<file path="config.mk">
export PLATFORM = sky130hd
export DESIGN_NAME = div_iter_unit
export DESIGN_NICKNAME = d
export VERILOG_FILES = /design/src/rtl/div_iter_unit.sv
export SDC_FILE = /design/constraint.sdc
export NUM_CORES = 1
export LEC_CHECK = 0
export ABC_AREA = 1
export ABC_CLOCK_PERIOD_IN_PS = 4600
export BUFFER_PORTS_ARGS = -buffer_cell sky130_fd_sc_hd__buf_4
export CORE_MARGIN = 2
export CORE_UTILIZATION = 45
export CTS_BUF_LIST = sky130_fd_sc_hd__clkbuf_16
export CTS_CLUSTER_DIAMETER = 100
export DETAILED_ROUTE_END_ITERATION = 10
export PLACE_DENSITY = 0.69
export SYNTH_ARGS = -nofsm -noshare
export SYNTH_HDL_FRONTEND = slang
export SYNTH_SLANG_ARGS = --single-unit
</file>
<file path="constraint.sdc">
create_clock -name CLK -period 4.6 [get_ports CLK]
set_clock_uncertainty 0.1 [all_clocks]
set_input_delay 0.46 -clock CLK [delete_from_list [all_inputs] [get_ports CLK]]
set_output_delay 0.46 -clock CLK [all_outputs]
set_load 0.05 [all_outputs]
</file>
<file path="src/rtl/div_iter_unit.sv">
// Iterative radix-2 integer divider: one quotient bit per cycle, signed/unsigned, optional {R,Q}+rn accumulate.
// Optional feature macro DIV_EARLY_TERM_EN: skip CALC when |rm| < |rs| at accept.
module div_iter_unit #(
  parameter int WIDTH  = 32,
  parameter int ADDR_W = 4
) (
  input  logic                CLK,
  input  logic                RST,
  input  logic                in_valid,
  output logic                in_ready,
  input  logic                signed_op,
  input  logic                acc,
  input  logic                set_flags,
  input  logic                wb,
  input  logic [WIDTH-1:0]    rn,
  input  logic [WIDTH-1:0]    rm,
  input  logic [WIDTH-1:0]    rs,
  input  logic [ADDR_W-1:0]   rd,
  output logic                out_valid,
  input  logic                out_ready,
  output logic                out_s,
  output logic                out_wb,
  output logic [2*WIDTH-1:0]  out_result,
  output logic [ADDR_W-1:0]   out_addr,
  output logic                div_by_zero
);
  localparam int CNT_W = (WIDTH > 1) ? $clog2(WIDTH) : 1;
  localparam logic [CNT_W-1:0] CNT_LAST = CNT_W'(WIDTH - 1);

  typedef enum logic [1:0] {IDLE = 2'd0, CALC = 2'd1, FIX = 2'd2, DONE = 2'd3} state_t;
  state_t state_q, state_d;

  logic [CNT_W-1:0]   cnt_q;
  logic [WIDTH-1:0]   rem_q, quo_q, dvs_q, rn_q;
  logic               qneg_q, rneg_q, acc_q, dz_q, s_q, wb_q;
  logic [ADDR_W-1:0]  addr_q;

  logic               out_valid_q, out_s_q, out_wb_q, dz_out_q;
  logic [2*WIDTH-1:0] out_result_q;
  logic [ADDR_W-1:0]  out_addr_q;

  logic [WIDTH-1:0]   rm_abs_s, rs_abs_s, q_fix_s, r_fix_s;
  logic               rs_zero_s, skip_s, accept_s;
  logic [WIDTH:0]     trial_s;
  logic [2*WIDTH-1:0] res_s;

  // Operand magnitudes and the decision to bypass CALC for an incoming request
  always_comb begin
    if (signed_op && rm[WIDTH-1]) rm_abs_s = -rm;
    else                          rm_abs_s = rm;
    if (signed_op && rs[WIDTH-1]) rs_abs_s = -rs;
    else                          rs_abs_s = rs;
    rs_zero_s = (rs == {WIDTH{1'b0}});
`ifdef DIV_EARLY_TERM_EN
    skip_s = rs_zero_s || (rm_abs_s < rs_abs_s);
`else
    skip_s = rs_zero_s;
`endif
  end

  // Trial subtract for one CALC step, and sign/accumulate fix-up of the raw magnitudes
  always_comb begin
    trial_s = {rem_q, quo_q[WIDTH-1]} - {1'b0, dvs_q};
    if (qneg_q) q_fix_s = -quo_q;
    else        q_fix_s = quo_q;
    if (rneg_q) r_fix_s = -rem_q;
    else        r_fix_s = rem_q;
    if (acc_q)  res_s = {r_fix_s, q_fix_s} + {{WIDTH{1'b0}}, rn_q};
    else        res_s = {r_fix_s, q_fix_s};
  end

  // FSM state register
  always_ff @(posedge CLK) begin
    if (RST) state_q <= IDLE;
    else     state_q <= state_d;
  end

  // FSM next-state logic; the DONE handoff may chain straight into the next operation
  always_comb begin
    state_d = state_q;
    case (state_q)
      IDLE: begin
        if (accept_s) state_d = skip_s ? FIX : CALC;
        else          state_d = IDLE;
      end
      CALC: begin
        if (cnt_q == CNT_LAST) state_d = FIX;
        else                   state_d = CALC;
      end
      FIX:  state_d = DONE;
      DONE: begin
        if (accept_s)       state_d = skip_s ? FIX : CALC;
        else if (out_ready) state_d = IDLE;
        else                state_d = DONE;
      end
      default: state_d = IDLE;
    endcase
  end

  // FSM outputs: request acceptance
  always_comb begin
    case (state_q)
      IDLE:    in_ready = 1'b1;
      DONE:    in_ready = out_ready;
      default: in_ready = 1'b0;
    endcase
    accept_s = in_valid && in_ready;
  end

  // Operand capture and restoring-division datapath
  always_ff @(posedge CLK) begin
    if (RST) begin
      cnt_q  <= {CNT_W{1'b0}};
      rem_q  <= {WIDTH{1'b0}};
      quo_q  <= {WIDTH{1'b0}};
      dvs_q  <= {WIDTH{1'b0}};
      rn_q   <= {WIDTH{1'b0}};
      qneg_q <= 1'b0;
      rneg_q <= 1'b0;
      acc_q  <= 1'b0;
      dz_q   <= 1'b0;
      s_q    <= 1'b0;
      wb_q   <= 1'b0;
      addr_q <= {ADDR_W{1'b0}};
    end else if (accept_s) begin
      cnt_q  <= {CNT_W{1'b0}};
      dvs_q  <= rs_abs_s;
      rem_q  <= skip_s ? rm_abs_s : {WIDTH{1'b0}};
      quo_q  <= skip_s ? {WIDTH{1'b0}} : rm_abs_s;
      qneg_q <= signed_op & (rm[WIDTH-1] ^ rs[WIDTH-1]);
      rneg_q <= signed_op & rm[WIDTH-1];
      rn_q   <= rn;
      acc_q  <= acc;
      dz_q   <= rs_zero_s;
      s_q    <= set_flags;
      wb_q   <= wb;
      addr_q <= rd;
    end else if (state_q == CALC) begin
      cnt_q <= cnt_q + CNT_W'(1);
      if (trial_s[WIDTH]) begin
        rem_q <= {rem_q[WIDTH-2:0], quo_q[WIDTH-1]};
        quo_q <= {quo_q[WIDTH-2:0], 1'b0};
      end else begin
        rem_q <= trial_s[WIDTH-1:0];
        quo_q <= {quo_q[WIDTH-2:0], 1'b1};
      end
    end
  end

  // Result bundle registers: loaded in FIX, held until the consumer takes them
  always_ff @(posedge CLK) begin
    if (RST) begin
      out_valid_q  <= 1'b0;
      out_s_q      <= 1'b0;
      out_wb_q     <= 1'b0;
      dz_out_q     <= 1'b0;
      out_result_q <= {(2*WIDTH){1'b0}};
      out_addr_q   <= {ADDR_W{1'b0}};
    end else if (state_q == FIX) begin
      out_valid_q  <= 1'b1;
      out_s_q      <= s_q;
      out_wb_q     <= wb_q;
      dz_out_q     <= dz_q;
      out_result_q <= res_s;
      out_addr_q   <= addr_q;
    end else if (state_q == DONE && out_ready) begin
      out_valid_q  <= 1'b0;
    end
  end

  assign out_valid   = out_valid_q;
  assign out_s       = out_s_q;
  assign out_wb      = out_wb_q;
  assign out_result  = out_result_q;
  assign out_addr    = out_addr_q;
  assign div_by_zero = dz_out_q;
endmodule
</file>
==> impl_metrics.ini, run 1 <==
[status]
status = finished clean

[worst_setup_path]
path_buf_inv = 3
path_cells = inv_1 > ha_1 > nand3_1 > nor2_1 > nand2_1 > nor2_1 > nand3_1 > nand2_1 > xor2_1 > inv_1 > ha_1 > nand2_1 > nor2_1 > nand3_1 > nor3_2 > nand4_1 > nand3_1 > nand2_1 > nor2_2 > nand2_1 > nand2_1 > nand2_1 > o21ai_1 > inv_1
path_delay_family = simple AND/OR/NAND/NOR gates
crit_fanout = 5
cp_slowest_cell = ha_1
startpoint_type = flop
slowest_delay_ps = 350
crit_path_frequent_cell = nand2_1
cp_data_required_time_ps = 4950
path_class = reg -> reg
end_kind = flop
critPathArrivalTime_ps = 4400

[clocking]
hold_buffers = 0
cts_buffer_depth = 3
clock_sinks = 217
cts_setup_buffers = 0
path_clk_slew_ps = 60
clock_latency_ps = 560
h-tree-depth = 1
tritoncts = yes
numCtsBuffers = 26
cts_root_buffer = clkbuf_16
cts_resized = 0

[min_path]
min_path_type = in -> reg

[global_route]
grt_pass1_wl_mm = 106
antenna_found_initial = 0
track_usage_pct = 32.2
grt.overflow.total = 0
grt_pass1_vias = 19000
grt_max_degree = 95

[pwr]
ir_worst_vdd_mv = 0.347
combPwrFrac_pct = 68.9
p_clk_share_pct = 12.1
p_switching_mw = 9.52
power.leakage_nw = 9.77
pwr-share-seq_pct = 19.0
p_sw_share_pct = 57.6
p_per_area_nw_per_um2 = 802
p_int_mw = 7.01

[timing]
hold_viol_final = 0
worst_pin_slew_ps = 1110
setup_viol = 0
rsz0062_at_grt = false
post-route-min-period_ps = 4050
period_share_pct = 88.0
maxSlewHeadroom_pct = 25.8
max_freq_mhz = 247
slew_viol_final = 0
tns_ps = 0

[cells_and_area]
n_antenna_cell = 0
syn_to_final_growth_pct = 13.8
final_layout_size_suffix_gt1_share_pct = 11.0
final_common_cell = nand2_1
layout_common_cells = 812 x nand2_1, 347 x inv_1, 341 x nor2_1
stdcell_area_um2 = 20600
nets = 3324

[die]
core_area_um2 = 39700
die_area_um2 = 41900
start_util_pct = 45.6
die_w_um = 205
num_io_pins = 181
die_y_um = 205
rows = 73

[synthesis]
synth_warnings = 0
async_flop_share_pct = 0
synth_cell_types = 53
synth-main-ff-cell = dfxtp_1
syn_nets = 3210
synth_top_area_share_pct = 24.0
synth.avg_cell_area_um2 = 5.99
syn_area_um2 = 18100
synth_cells = 3023
synth_edf_count = 0
synth_seq_area_share_pct = 24.0
yosysTopAreaCell = dfxtp_1
synth_seq_cells = 217
synth.area.top_cells = dfxtp_1 24%, nand2_1 17%, a21oi_1 7.7%

[detailed_routing]
drtIter0Drc = 1653
first_pass_iters = 5
ant_nets = 0
avgViaCountPerCell = 5.48
routed_wl_mm = 68.6
routedWlPerCell_um = 18.6
drc_errors = 0
vias = 20200

[placed_design]
port_buffers = 180
hpwlAfterDp_mm = 54.2
gp_congestion = 0.996
dpl_cell_area_um2 = 19800

[run]
drv_cap = 0
## tightest hold or removal path, stage by stage
cell and delay, ps:
buf_4 110, nand2_1 50, a21oi_1 50
## power groups by stage
| stage | sequential (mW) | combinational, mW | clock, mW |
|---|---|---|---|
| after floorplan | 3.48 | 7.58 | 0 |
| after global placement | 3.14 | 11.1 | 0 |
| after detailed placement | 3.15 | 11.2 | 0 |
| after CTS | 3.12 | 11.3 | 2.04 |
| after global routing | 3.19 | 12.5 | 2.10 |
| final | 3.13 | 11.4 | 2.01 |
## worst paths after layout
kind	startpoint	slack (ps)	depth (start not counted)	end
max reg2reg	quo_q[1]	550	24	out_result[50]
max	quo_q[1]	550	24	out_result[50]
min	rn[29]	60	3	rn_q[29]
min reg2reg	wb_q	360	2	wb_q
## flip-flops by register name, indices dropped and copies added, names as in the netlist
signal	flops
out_s	1
out_result	64
out_wb	1
wb_q	1
rneg_q	1
s_q	1
state_q	2
rem_q	32
quo_q	32
out_valid	1
addr_q	4
qneg_q	1
cnt_q	5
dvs_q	32
dz_q	1
acc_q	1
rn_q	32
out_addr	4
div_by_zero	1
## logic make-up (layout without fill, tap and decap cells)
kind of cell / after synthesis / count (layout) / share of synthesized area [%]
AND/OR/NAND/NOR: 1515 / 1515 / 35.6
AO/OA/AOI/OAI: 612 / 612 / 18.5
buffers and inverters: 468 / 602 / 10.1
flip-flops: 217 / 217 / 24.0
XOR/XNOR: 132 / 132 / 6.38
adder cells (fa/ha/maj): 79 / 79 / 5.54
## layout make-up
| type | instances | area, µm² |
|---|---|---|
| Fill cell | 4185 | 19100 |
| Sequential cell | 217 | 4340 |
| Inverter | 357 | 1340 |
| Tap cell | 525 | 657 |
| Timing Repair Buffer | 197 | 1480 |
| Multi-Input combinational cell | 2338 | 12000 |
| Clock buffer | 27 | 676 |
| Clock inverter | 21 | 141 |
## per-stage QoR
stage	worst slack, ps	utilization [%]	total power [mW]	hold slack [ps]	std cells
2_1_floorplan	1380	-	11.1	345	3023
6_report	552	51.9	16.5	61.2	3682
4_1_cts	637	51.9	16.4	38.9	3682
3_3_place_gp	756	49.8	14.3	353	3634
5_1_grt	65.5	51.9	17.8	60.0	3682
3_5_place_dp	645	49.8	14.4	355	3634
## metal layers
layer	wire length (µm)	share of wire (%)	track usage [%]
met5	0	0	0
met4	3200	4.7	13.5
met3	3840	5.6	3.45
met2	32000	47	54.7
met1	29600	43	41.3
## Yosys cell counts, types with 9 or more instances
| cell type | instances |
|---|---|
| xnor2_1 | 50 |
| nor2_2 | 23 |
| a21oi_1 | 278 |
| or2_2 | 9 |
| nand2_2 | 35 |
| inv_1 | 344 |
| o21ai_0 | 220 |
| a221oi_1 | 10 |
| nor2_1 | 342 |
| ha_1 | 77 |
| nand2_1 | 814 |
| clkbuf_1 | 80 |
| nor3_1 | 34 |
| buf_2 | 11 |
| a31oi_1 | 10 |
| nand3_1 | 176 |
| a22oi_1 | 11 |
| o21ai_1 | 12 |
| nand4_1 | 32 |
| buf_1 | 12 |
| xor2_1 | 82 |
| o211ai_1 | 25 |
| nor4_1 | 10 |
| dfxtp_1 | 217 |
| inv_2 | 9 |
(Power assumes the default switching activity.)
==> run 2: changes to the inputs <==
--- a/config.mk
+++ b/config.mk
@@ -5,15 +5,15 @@
 export SDC_FILE = /design/constraint.sdc
 export NUM_CORES = 1
 export LEC_CHECK = 0
-export ABC_AREA = 1
 export ABC_CLOCK_PERIOD_IN_PS = 4600
 export BUFFER_PORTS_ARGS = -buffer_cell sky130_fd_sc_hd__buf_4
+export CAP_MARGIN = 20
 export CORE_MARGIN = 2
 export CORE_UTILIZATION = 45
 export CTS_BUF_LIST = sky130_fd_sc_hd__clkbuf_16
 export CTS_CLUSTER_DIAMETER = 100
 export DETAILED_ROUTE_END_ITERATION = 10
-export PLACE_DENSITY = 0.69
+export PLACE_DENSITY = 0.7
 export SYNTH_ARGS = -nofsm -noshare
 export SYNTH_HDL_FRONTEND = slang
 export SYNTH_SLANG_ARGS = --single-unit
==> impl_metrics.ini, run 2 <==
[placed_design]
placed_cells = 2827
port_buffers = 180
hpwlAfterDp_mm = 42.9
gp_congestion = 0.971

[cells_and_area]
final_common_cell = buf_4
final_layout_size_suffix_gt1_share_pct = 16.4
stdcell_count = 2883
syn_to_final_growth_pct = 19.8
finish.utilization_pct = 54.4
largest_reg_flops = 64
layout_common_cells = 299 x buf_4, 257 x nand2_1, 231 x nor2_1
nets = 2582

[die]
core_area_um2 = 36400
die_w_um = 196
die_area_um2 = 38400
die_y_um = 196
rows = 70
num_io_pins = 181
start_util_pct = 45.5

[status]
violations = setup timing
status = finished with violations

[synthesis]
synth_seq_cells = 217
synth.area.top_cells = dfxtp_1 26%, nand2_1 5.8%, ha_1 5.8%
yosysTopAreaCell = dfxtp_1
synth_most_common_cell = nand2_1
synth_edf_count = 0
synth_cells = 2208
synth_top_area_share_pct = 26.2
syn_area_um2 = 16600
synth-main-ff-cell = dfxtp_1
synth_cell_types = 91
synth_seq_area_share_pct = 26.2
synth_warnings = 0
async_flop_share_pct = 0
synth.avg_cell_area_um2 = 7.50
syn_nets = 2395
synthTopCellsByCount = 258 x nand2_1, 231 x nor2_1, 217 x dfxtp_1

[worst_setup_path]
reg2reg_depth = 16
path_class = reg -> reg
startpoint_type = flop
end_kind = flop
cp_data_required_time_ps = 4940
critPathArrivalTime_ps = 4970
crit_fanout = 4

[timing]
rsz0062_at_grt = true
worst_pin_slew_ps = 1020
max_freq_mhz = 216
maxSlewHeadroom_pct = 31.4
post-route-min-period_ps = 4630
setup_viol = 1
period_share_pct = 101
slew_viol_final = 0
setup_slack_ps = -28.4
hold_viol_final = 0
worst_hold_slack_ps = 29.7

[detailed_routing]
drc_errors = 0
ant_nets = 0
vias = 17400
avgViaCountPerCell = 6.04
first_pass_iters = 5
routedWlPerCell_um = 19.5
drtIter0Drc = 1382
routed_wl_mm = 56.2

[global_route]
antenna_found_initial = 2
grt_pass1_vias = 16300
grt.overflow.total = 0
track_usage_pct = 28.4
grt_pass1_wl_mm = 88.5
grt_max_degree = 66

[pwr]
p_sw_share_pct = 49.5
combPwrFrac_pct = 64.9
p_per_area_nw_per_um2 = 712
p_clk_share_pct = 14.6
p_switching_mw = 6.99
ir_worst_vdd_mv = 0.374
p_int_mw = 7.13
pwr-share-seq_pct = 20.5
power.leakage_nw = 7.97

[clocking]
cts_root_buffer = clkbuf_16
clock_latency_ps = 580
numCtsBuffers = 26
clock_sinks = 217
hold_buffers = 0
h-tree-depth = 1
cts_buffer_depth = 3
tritoncts = yes
path_clk_slew_ps = 60

[min_path]
hold_depth = 3
min_path_type = in -> reg

[run]
drv_cap = 0
[run 2: cell count changes after synthesis, moves of 30 or more]
cell | before | now
nand2_1 | 814 | 258
inv_1 | 344 | 72
nand3_1 | 176 | 39
nor2_1 | 342 | 231
a21oi_1 | 278 | 181
o21ai_0 | 220 | 124
a211oi_1 | 1 | 69
mux2i_1 | 0 | 55
xnor2_1 | 50 | 99
clkbuf_1 | 80 | 119
nand2b_1 | 0 | 35
nand2_2 | 35 | 1
o31ai_1 | 3 | 33
[run 2: final timing paths]
| path | startpoint | slack, ps | endpoint |
|---|---|---|---|
| worst min-delay path | rn[13] | 30 | rn_q[13] |
| worst min register to register | out_result[51] | 340 | out_result[51] |
| worst max-delay path | quo_q[10] | -30 | out_result[48] |
| worst max register to register | quo_q[10] | -30 | out_result[48] |
[run 2: kinds of logic after synthesis]
family	share of synthesized area (%)
AOI/OAI and AO/OA	26.7
xor gates and xnor gates	9.57
adders and majority gates	6.06
buffers and inverters	4.99
DFF	26.2
muxes	3.66
and+or+nand+nor	22.8
[run 2: routing by layer]
metal  global-route usage (%)  up-vias  share of wire (%)
li1                         -     8400                  -
met1                     39.8     8149                 46
met2                     44.3      744                 43
met3                     4.99      104                8.1
met4                     9.12        2                3.3
met5                        0        -              0.030
[run 2: critical path, stage by stage (launching register included)]
cell and delay, ps:
dfxtp_2 320, or4_4 540, or2_1 230, buf_4 150, o31ai_2 280, and2_4 190
buf_4 120, xnor2_1 110, ha_1 350, nand4_1 200, a2111oi_4 390, o211ai_1 130
buf_4 160, a21oi_4 240, o211ai_2 140, or4_1 550, a32o_1 270
[run 2: final cells by class]
type                       instances  area [µm²]
antenna                            1        2.50
inverter                          73         274
sequential                       217        4350
clock buffer                      26         651
tap                              468         586
multi-input combinational       1777       11500
fill                            3585       16600
timing repair buffer             300        2250
clock inverter                    21         195
[run 2: what timing repair did]
| action | in CTS | in global routing |
|---|---|---|
| pin swaps | 1 | 11 |
| setup endpoints to repair | 11 | 30 |
| cloned | 0 | 0 |
| setup buffers | 1 | 6 |
| resized for setup | 4 | 27 |
[run 2: stage by stage]
step / setup WS, ps / power [mW] / TNS [ps] / instance area [µm²]
final: -28.4 / 14.1 / -28.4 / 19800
after global placement: -91.6 / 11.6 / -192 / 18800
after floorplan: 4.02 / 9.10 / 0 / 16600
after CTS: -21.2 / 13.9 / -21.2 / 19700
after detailed placement: -183 / 11.8 / -569 / 18800
after global routing: -261 / 15.1 / -1200 / 19800
[run 2: power by group through the flow]
stage / Combinational (mW) / Clock (mW) / Sequential, mW
5_1_grt: 9.96 / 2.15 / 2.96
4_1_cts: 8.91 / 2.09 / 2.88
3_5_place_dp: 8.85 / 0 / 2.91
6_report: 9.16 / 2.06 / 2.90
2_1_floorplan: 5.99 / 0 / 3.10
3_3_place_gp: 8.74 / 0 / 2.90
==> run 3: changes to the inputs <==
--- a/config.mk
+++ b/config.mk
@@ -5,6 +5,7 @@
 export SDC_FILE = /design/constraint.sdc
 export NUM_CORES = 1
 export LEC_CHECK = 0
+export ABC_AREA = 1
 export ABC_CLOCK_PERIOD_IN_PS = 4600
 export BUFFER_PORTS_ARGS = -buffer_cell sky130_fd_sc_hd__buf_4
 export CAP_MARGIN = 20
@@ -13,7 +14,7 @@
 export CTS_BUF_LIST = sky130_fd_sc_hd__clkbuf_16
 export CTS_CLUSTER_DIAMETER = 100
 export DETAILED_ROUTE_END_ITERATION = 10
-export PLACE_DENSITY = 0.7
+export PLACE_DENSITY = 0.69
 export SYNTH_ARGS = -nofsm -noshare
 export SYNTH_HDL_FRONTEND = slang
 export SYNTH_SLANG_ARGS = --single-unit
==> impl_metrics.ini, run 3 (same netlist as run 1, synthesis figures left out) <==
[status]
status = finished clean

[placed_design]
hpwlAfterDp_mm = 54.2
placed_cells = 3634
gp_congestion = 0.996
post-place-ws_ps = 645
port_buffers = 180

[cells_and_area]
nets = 3325
layout_common_cells = 812 x nand2_1, 347 x inv_1, 341 x nor2_1
fill_cells = 4184
largest_reg_flops = 64
stdcell_count = 3683
n_antenna_cell = 0
final_layout_size_suffix_gt1_share_pct = 11.1
syn_to_final_growth_pct = 13.9
final_common_cell = nand2_1

[run]
drv_cap = 0

[global_route]
use_met1_pct = 41.3
grt_pass1_vias = 19000
track_usage_pct = 32.2
grt_max_degree = 95
antenna_found_initial = 0
grtUsageMet3_pct = 3.45
grt_use_met2_pct = 54.7
grt_pass1_wl_mm = 106
busiest_layer = met2
grt.overflow.total = 0

[die]
die_area_um2 = 41900
core_area_um2 = 39700
die_w_um = 205
die_y_um = 205
start_util_pct = 45.6
rows = 73
num_io_pins = 181

[pwr]
ir_worst_vdd_mv = 0.348
p_per_area_nw_per_um2 = 802
power.leakage_nw = 9.78

[worst_setup_path]
crit_path_frequent_cell = nand2_1
slowest_delay_ps = 350
path_cells = inv_1 > ha_1 > nand3_1 > nor2_1 > nand2_1 > nor2_1 > nand3_1 > nand2_1 > xor2_1 > inv_1 > ha_1 > nand2_1 > nor2_1 > nand3_1 > nor3_2 > nand4_1 > nand3_1 > nand2_1 > nor2_2 > nand2_1 > nand2_1 > nand2_1 > o21ai_1 > inv_1
critPathArrivalTime_ps = 4370
path_class = reg -> reg
crit_fanout = 5
cp_slowest_cell = ha_1
startpoint_type = flop
cp_data_required_time_ps = 4950
end_kind = flop

[timing]
maxSlewHeadroom_pct = 27.8
hold_viol_final = 0
period_share_pct = 87.2
slew_viol_final = 0
setup_slack_ps = 588
tns_ps = 0
worst_pin_slew_ps = 1080
max_freq_mhz = 249
post-route-min-period_ps = 4010
setup_viol = 0
rsz0062_at_grt = false

[clocking]
cts_buffer_depth = 3
path_clk_slew_ps = 60
numCtsBuffers = 26
hold_buffers = 0
tritoncts = yes
cts_setup_buffers = 0
h-tree-depth = 1
cts_root_buffer = clkbuf_16
clock_sinks = 217
clock_latency_ps = 560
cts_resized = 0

[detailed_routing]
ant_nets = 0
routedWlPerCell_um = 18.6
first_pass_iters = 6
drc_errors = 0
routed_wl_mm = 68.6
drtIter0Drc = 1646
avgViaCountPerCell = 5.47
vias = 20200

[min_path]
min_path_type = in -> reg
==> run 3: changes by cell type in the layout (fill, tap and decap cells not counted), sizes merged, moves of 25 or more <==
cell | previous run | this run
nand2 | 259 | 856
inv | 77 | 361
nand3 | 39 | 182
nor2 | 231 | 370
o21ai | 130 | 235
buf | 300 | 198
a21oi | 182 | 281
a211oi | 70 | 1
mux2i | 55 | 0
xnor2 | 99 | 50
nand2b | 35 | 0
o31ai | 33 | 3
a21o | 33 | 7
a31oi | 35 | 10
==> run 3: per-stage QoR <==
stage | utilization, % | total power [mW] | hold WS (ps) | cell area, µm²
floorplan | - | 11.1 | 345 | 18100
global placement | 49.8 | 14.3 | 353 | 19800
detailed placement | 49.8 | 14.4 | 355 | 19800
CTS | 51.9 | 16.4 | 38.9 | 20600
global route | 51.9 | 17.8 | 60.0 | 20600
finish | 51.9 | 16.5 | 61.1 | 20600
==> run 3: layout make-up <==
class / instances / area [µm²] / area share (%)
clock buffers: 27 / 676 / 3.28
multi-input cells: 2338 / 12000 / 58.0
well taps: 525 / 657 / 3.18
repair buffers: 198 / 1500 / 7.27
inverters: 357 / 1340 / 6.51
flip-flops and latches: 217 / 4340 / 21.1
clock inverters: 21 / 141 / 0.685
==> run 3: report_power, final <==
part           switching (mW)  total (mW)  internal, mW
clock                   0.888        2.01          1.12
sequential              0.640        3.13          2.49
combinational            7.98        11.4          3.41
==> run 3: metal layers <==
metal / wire length, µm / up-vias / part of all wire [%]
met1: 29700 / 9314 / 43
li1: - / 10000 / -
met2: 31900 / 674 / 46
met3: 3770 / 141 / 5.5
met5: 0 / - / 0
met4: 3230 / 0 / 4.7
==> run 3: path summary, 6_finish.rpt <==
kind | depth (start not counted) | end | start | slack, ps
worst max-delay path | 24 | out_result[50] | quo_q[1] | 590
worst min-delay path | 3 | rn_q[29] | rn[29] | 60
worst max register to register | 24 | out_result[50] | quo_q[1] | 590
worst min register to register | 2 | wb_q | wb_q | 360
==> run 3: critical path, delay by kind of cell, from the launching register on <==
family,cells,cell delay [ps]
flops,1,300
compound gates,1,170
buf+inv,3,230
xor+xnor,1,200
simple gates,17,2340
fa+ha+maj,2,570
